==> config.mk <==
export PLATFORM = sky130hd
export DESIGN_NAME = rgb_led_sequencer
export DESIGN_NICKNAME = d
export VERILOG_FILES = /design/src/rtl/rgb_led_pkg.sv /design/src/rtl/pwm_gen.sv /design/src/rtl/rgb_led_sequencer.sv
export SDC_FILE = /design/constraint.sdc
export NUM_CORES = 1
export LEC_CHECK = 0
export CORE_MARGIN = 2
export CORE_UTILIZATION = 40
export DETAILED_ROUTE_END_ITERATION = 8
export GPL_TIMING_DRIVEN = 1
export HOLD_SLACK_MARGIN = 0.02
export MAX_ROUTING_LAYER = met4
export PLACE_DENSITY = 0.57
export SLEW_MARGIN = 30
export SYNTH_ARGS = -nofsm -noshare
export SYNTH_HDL_FRONTEND = slang
export SYNTH_SLANG_ARGS = --single-unit
==> constraint.sdc <==
create_clock -name clk -period 2.51 [get_ports clk]
set_input_delay 0.502 -clock clk [delete_from_list [all_inputs] [get_ports clk]]
set_output_delay 0.502 -clock clk [all_outputs]
set_load 0.01 [all_outputs]
==> src/rtl/rgb_led_pkg.sv <==
// rgb_led_pkg
//   Shared definitions for the RGB LED sequencer: the colour-state
//   encoding, the {r,g,b} mask of each colour, and helpers that step
//   through the colour cycle and look up the mask for a state.
package rgb_led_pkg;

  // Colour states; the numeric values are visible on state_o
  typedef enum logic [2:0] {
    ST_OFF   = 3'd0,
    ST_RED   = 3'd1,
    ST_GREEN = 3'd2,
    ST_BLUE  = 3'd3,
    ST_WHITE = 3'd4
  } state_t;

  // LED masks, bit order {red, green, blue}
  localparam logic [2:0] MASK_OFF   = 3'b000;
  localparam logic [2:0] MASK_RED   = 3'b100;
  localparam logic [2:0] MASK_GREEN = 3'b010;
  localparam logic [2:0] MASK_BLUE  = 3'b001;
  localparam logic [2:0] MASK_WHITE = 3'b111;

  // Colour that follows s in the running cycle RED->GREEN->BLUE->WHITE->RED.
  // OFF (and any illegal code) enters the cycle at RED.
  function automatic state_t next_colour(input state_t s);
    case (s)
      ST_RED:   next_colour = ST_GREEN;
      ST_GREEN: next_colour = ST_BLUE;
      ST_BLUE:  next_colour = ST_WHITE;
      default:  next_colour = ST_RED;
    endcase
  endfunction

  // Which LEDs a state lights; illegal codes stay dark
  function automatic logic [2:0] colour_mask(input state_t s);
    case (s)
      ST_RED:   colour_mask = MASK_RED;
      ST_GREEN: colour_mask = MASK_GREEN;
      ST_BLUE:  colour_mask = MASK_BLUE;
      ST_WHITE: colour_mask = MASK_WHITE;
      default:  colour_mask = MASK_OFF;
    endcase
  endfunction

endpackage

==> src/rtl/pwm_gen.sv <==
// pwm_gen
//   Free-running PWM used to dim the RGB LED. The counter wraps every
//   2**PWM_BITS cycles; the requested duty is captured only on the last
//   count of a period so a duty change never truncates or stretches the
//   pulse already in progress.
// Ports
//   clk     in   1         system clock
//   rst     in   1         asynchronous active-high reset
//   duty_i  in   PWM_BITS  requested on-time in clk cycles per period
//   pwm_on  out  1         high while the counter is below the active duty
module pwm_gen #(
  parameter int PWM_BITS = 8
) (
  input  logic                clk,
  input  logic                rst,
  input  logic [PWM_BITS-1:0] duty_i,
  output logic                pwm_on
);

  logic [PWM_BITS-1:0] pwm_cnt;
  logic [PWM_BITS-1:0] duty_q;

  // Counter wraps by natural overflow; duty reload at the period boundary
  // means the new value governs the period that starts at count 0.
  always_ff @(posedge clk or posedge rst) begin
    if (rst) begin
      pwm_cnt <= '0;
      duty_q  <= '0;
    end else begin
      pwm_cnt <= pwm_cnt + PWM_BITS'(1);
      if (pwm_cnt == '1) begin
        duty_q <= duty_i;
      end
    end
  end

  // Duty 0 never fires; full-scale duty leaves exactly one dark cycle
  assign pwm_on = (pwm_cnt < duty_q);

endmodule

==> src/rtl/rgb_led_sequencer.sv <==
// rgb_led_sequencer
//   Steps the on-board RGB LED through OFF -> RED -> GREEN -> BLUE ->
//   WHITE -> RED ..., spending STEP_TICKS blink-divider ticks in each
//   colour, and dims the lit colour(s) with a free-running PWM.
// Ports
//   clk       in   1         system clock (internal oscillator)
//   rst       in   1         asynchronous active-high reset
//   tick_i    in   1         one-cycle strobe from the blink divider
//   enable_i  in   1         1 = run the sequence, 0 = force dark / OFF
//   duty_i    in   PWM_BITS  brightness; LED on while pwm count < duty
//   redled    out  1         red drive, registered, active-high
//   greenled  out  1         green drive, registered, active-high
//   blueled   out  1         blue drive, registered, active-high
//   state_o   out  3         current colour state code
module rgb_led_sequencer
  import rgb_led_pkg::*;
#(
  parameter int PWM_BITS   = 8,
  parameter int STEP_TICKS = 2,
  parameter int STEP_BITS  = 4
) (
  input  logic                clk,
  input  logic                rst,
  input  logic                tick_i,
  input  logic                enable_i,
  input  logic [PWM_BITS-1:0] duty_i,
  output logic                redled,
  output logic                greenled,
  output logic                blueled,
  output logic [2:0]          state_o
);

  localparam logic [STEP_BITS-1:0] STEP_LAST = STEP_BITS'(STEP_TICKS - 1);

  state_t               state;
  state_t               state_nxt;
  logic [STEP_BITS-1:0] step_cnt;
  logic [STEP_BITS-1:0] step_nxt;
  logic                 pwm_on;
  logic [2:0]           led_nxt;

  pwm_gen #(
    .PWM_BITS (PWM_BITS)
  ) u_pwm (
    .clk    (clk),
    .rst    (rst),
    .duty_i (duty_i),
    .pwm_on (pwm_on)
  );

  // State and step counter registers
  always_ff @(posedge clk or posedge rst) begin
    if (rst) begin
      state    <= ST_OFF;
      step_cnt <= '0;
    end else begin
      state    <= state_nxt;
      step_cnt <= step_nxt;
    end
  end

  // Disable wins over a coincident tick. OFF leaves on the first tick;
  // running colours advance after STEP_TICKS ticks.
  always_comb begin
    state_nxt = state;
    step_nxt  = step_cnt;
    if (!enable_i) begin
      state_nxt = ST_OFF;
      step_nxt  = '0;
    end else if (tick_i) begin
      if (state == ST_OFF) begin
        state_nxt = ST_RED;
        step_nxt  = '0;
      end else if (step_cnt == STEP_LAST) begin
        state_nxt = next_colour(state);
        step_nxt  = '0;
      end else begin
        step_nxt = step_cnt + STEP_BITS'(1);
      end
    end
  end

  assign led_nxt = colour_mask(state) & {3{pwm_on}};

  // Registered LED drive so the pins never see comparator glitches
  always_ff @(posedge clk or posedge rst) begin
    if (rst) begin
      redled   <= 1'b0;
      greenled <= 1'b0;
      blueled  <= 1'b0;
    end else begin
      redled   <= led_nxt[2];
      greenled <= led_nxt[1];
      blueled  <= led_nxt[0];
    end
  end

  assign state_o = state;

endmodule

==> flow_metrics.env <==
export IMPL_run_status="complete, no violations"
export IMPL_highest_layer="met4"
export IMPL_dominantRegCellSynth="sky130_fd_sc_hd__dfrtp_1"
export IMPL_area_growth_pct=16.6
export IMPL_clock_power_share=0.252
export IMPL_min_delay_worst_endpoint="u_pwm.pwm_cnt[0]"
export IMPL_hp_class="reg2reg"
export IMPL_h_tree_depth=1
export IMPL_routed_wire_length_per_instance_um=11.4
export IMPL_die_y_um=62.3
export IMPL_pin_count=18
export IMPL_seq_area_frac_synth=0.478
export IMPL_setup_tns_final_ps=0
export IMPL_finalCriticalPeriod_ps=1980
export IMPL_number_of_nets_at_the_end_of_the_flow=168
export IMPL_synth_area_mm2=0.00136
export IMPL_io_buffer_count=17
export IMPL_reg2reg_depth=5
export IMPL_irDropWorstVdd_mv=0.188
export IMPL_cts_root_to_sink_buffers=2
export IMPL_count_of_synthesis_stage_warnings_from_yosys=0
export IMPL_critPathMaxStageDelay_ps=610
export IMPL_post_cts_buffers=0
export IMPL_wl_met3_um=49
export IMPL_grt_total_usage=0.127
export IMPL_clock_sink_count=26
export IMPL_share_of_cells_above_drive_strength_1=0.0972
export IMPL_remaining_drc_errors=0
export IMPL_synth_async_reset_ratio=1.00
export IMPL_viasPerCell=4.81
export IMPL_routed_wirelength_mm=2.17
export IMPL_place_area_mm2=0.00157
export IMPL_via_count_of_the_first_global_routing_pass=898
export IMPL_worst_r2r_endpoint="step_cnt[3]"
export IMPL_slew_violations=0
export IMPL_timing_setup_critical_path_class="reg2out"
export IMPL_effective_utilization_at_floorplan=0.411
export IMPL_grt_pass1_wl_mm=3.80
export IMPL_detail_route_wirelength_met1_um=958
export IMPL_clock_transition_at_path_regs_ps=120
export IMPL_yosys_area_top_type_share=0.478
export IMPL_finalSetupViolCount=0
export IMPL_num_rows=21
export IMPL_ant_nets=0
export IMPL_met2RoutedLength_mm=1.13
export IMPL_cell_count_after_synthesis=128
export IMPL_synth_area_per_inst_um2=10.6
export IMPL_number_of_enable_type_register_cells_in_the_synthesized_netlist=0
export IMPL_netlist_top_cell_by_area="sky130_fd_sc_hd__dfrtp_1"
export IMPL_route_vias_total=914
export IMPL_cp_max_fo=11
export IMPL_first_iter_violations=25
export IMPL_layout_commonest_cell="sky130_fd_sc_hd__dfrtp_1"
export IMPL_cts_root_buffer_cell="sky130_fd_sc_hd__clkbuf_4"
export IMPL_r2r_slack_ps=750
export IMPL_worstMarginPinSlew_ps=495
export IMPL_fin_crit_sh=0.787
export IMPL_power_switching_fraction=0.227
export IMPL_max_transition_margin=0.670
export IMPL_stdcell_area_mm2=0.00159
export IMPL_routabilityCongestion=0.808
export IMPL_drv_max_cap_violation_count=0
export IMPL_synth_top_cells_by_area="sky130_fd_sc_hd__dfrtp_1 48%, sky130_fd_sc_hd__ha_1 9.2%, sky130_fd_sc_hd__mux2_2 5.0%"
export IMPL_grt_antenna_before_repair=0
export IMPL_leakage_power_of_the_design_nw=0.698
export IMPL_core_area_mm2=0.00331
export IMPL_tritoncts="yes"
export IMPL_hp_start="u_pwm.pwm_cnt[0]"
export IMPL_worstPathArrival_ps=1470
export IMPL_share_seq_of_total_power=0.646
export IMPL_hold_buffers=0
export IMPL_finalHoldViolations=0
export IMPL_postSynthNetCount=150
export IMPL_ys_types=36
export IMPL_floorplan_die_area_mm2=0.00389
export IMPL_die_w_um=62.3
export IMPL_synth_ff_latch_count=26
export IMPL_combinational_share_of_power=0.102
export IMPL_cts_resized=0
export IMPL_numPlacedInstances=187
export IMPL_r2r_start="step_cnt[0]"
export IMPL_diodes=0
export IMPL_grt_ovfl_total=0
export IMPL_timing_critical_path_buf_inv=1
export IMPL_numCtsBuffers=3
export IMPL_critPathTopFamily="buffers and inverters"
export IMPL_timing_hold_worst_path_depth=1
export IMPL_detailedPlacementHpwl_mm=1.66
export IMPL_grt_start_max_net_pins=27
export IMPL_endpoint_kind="output pin"
export IMPL_fillerInstances=326
export IMPL_layout_cells_most_common_list="26 x sky130_fd_sc_hd__dfrtp_1, 17 x sky130_fd_sc_hd__clkdlybuf4s50_1, 15 x sky130_fd_sc_hd__inv_1, 10 x sky130_fd_sc_hd__ha_1"
export IMPL_placement_setup_worst_slack_ps=497
export IMPL_clock_insertion_delay_worst_skew_ps=310
export IMPL_cp_data_required_time_ps=2010
export IMPL_cp_start_kind="flip-flop"
export IMPL_power_density_mw_per_mm2=422
export IMPL_crit_slowest_cell="sky130_fd_sc_hd__clkdlybuf4s50_1"
export IMPL_setup_clock_skew_after_layout_ps=8.60
export IMPL_fin_total_pwr_mw=0.670
export IMPL_achievable_frequency_mhz=506
export IMPL_grt_setup_unrepaired="false"
export IMPL_stdcell_count=190
export IMPL_firstDrtPassIters=3
export IMPL_setup_ws_ps=534
export IMPL_total_switching_power_mw=0.152
export IMPL_cp_cell_sequence="clkdlybuf4s50_1"
export IMPL_internal_power_mw=0.518
## area by class of cell
cell class,instances,area (µm²),area share
well taps,46,57.6,0.0362
multi-input cells,82,623,0.392
flip-flops and latches,26,651,0.410
inverters,15,56.3,0.0355
repair buffers,18,178,0.112
clock buffers,3,22.5,0.0142
## power groups by stage
| stage | Sequential [mW] | Combinational, mW | Clock, mW |
|---|---|---|---|
| floorplan | 0.435 | 0.0454 | 0 |
| global placement | 0.440 | 0.0680 | 0 |
| detailed placement | 0.441 | 0.0697 | 0 |
| CTS | 0.433 | 0.0700 | 0.179 |
| global route | 0.434 | 0.0757 | 0.199 |
| finish | 0.433 | 0.0681 | 0.169 |
## Yosys cell counts (2+ instances only)
master,number
sky130_fd_sc_hd__nor2_1,7
sky130_fd_sc_hd__nor3_1,3
sky130_fd_sc_hd__ha_1,10
sky130_fd_sc_hd__buf_4,3
sky130_fd_sc_hd__nand2_1,7
sky130_fd_sc_hd__xnor2_1,5
sky130_fd_sc_hd__nor4_1,3
sky130_fd_sc_hd__o21ai_0,2
sky130_fd_sc_hd__a21o_1,2
sky130_fd_sc_hd__nand3_1,7
sky130_fd_sc_hd__mux2_2,6
sky130_fd_sc_hd__nor3b_1,2
sky130_fd_sc_hd__inv_1,15
sky130_fd_sc_hd__dfrtp_1,26
sky130_fd_sc_hd__xor2_1,3
sky130_fd_sc_hd__a21oi_1,4
sky130_fd_sc_hd__o21a_1,3
sky130_fd_sc_hd__mux2_1,2
## layer usage
| metal | track usage | vias up |
|---|---|---|
| li1 | - | 466 |
| met1 | 0.135 | 437 |
| met2 | 0.235 | 7 |
| met3 | 0.0272 | 4 |
| met4 | 0.0417 | 0 |
| met5 | - | - |
## flip-flops by register name, indices dropped and copies added (netlist names)
| signal | flops |
|---|---|
| state_o | 3 |
| redled | 1 |
| step_cnt | 4 |
| u_pwm.pwm_cnt | 8 |
| greenled | 1 |
| u_pwm.duty_q | 8 |
| blueled | 1 |
## worst max path at each step
stage | from | end | slack (ps) | depth (start not counted)
global route | state_o[2] | state_o[2] | 450 | 1
finish | state_o[2] | state_o[2] | 530 | 1
CTS | state_o[2] | state_o[2] | 510 | 1
detailed placement | tick_i | state_o[1] | 500 | 4
global placement | tick_i | state_o[1] | 540 | 4
floorplan | step_cnt[0] | step_cnt[3] | 860 | 5
## cells by family (layout without fill, tap and decap cells)
group | Yosys count | after routing | synth area share
compound gates | 17 | 17 | 0.0827
xor+xnor | 8 | 8 | 0.0515
fa+ha+maj | 10 | 10 | 0.0919
buf+inv | 20 | 36 | 0.0643
flops | 26 | 26 | 0.478
mux | 8 | 8 | 0.0662
simple gates | 39 | 39 | 0.165
## per-stage QoR
step / util / hold slack [ps]
after global placement: 0.473 / 479
after CTS: 0.480 / 506
after floorplan: - / 457
after detailed placement: 0.473 / 476
final: 0.480 / 501
after global routing: 0.480 / 524
Power figures use the tool's default switching activity.
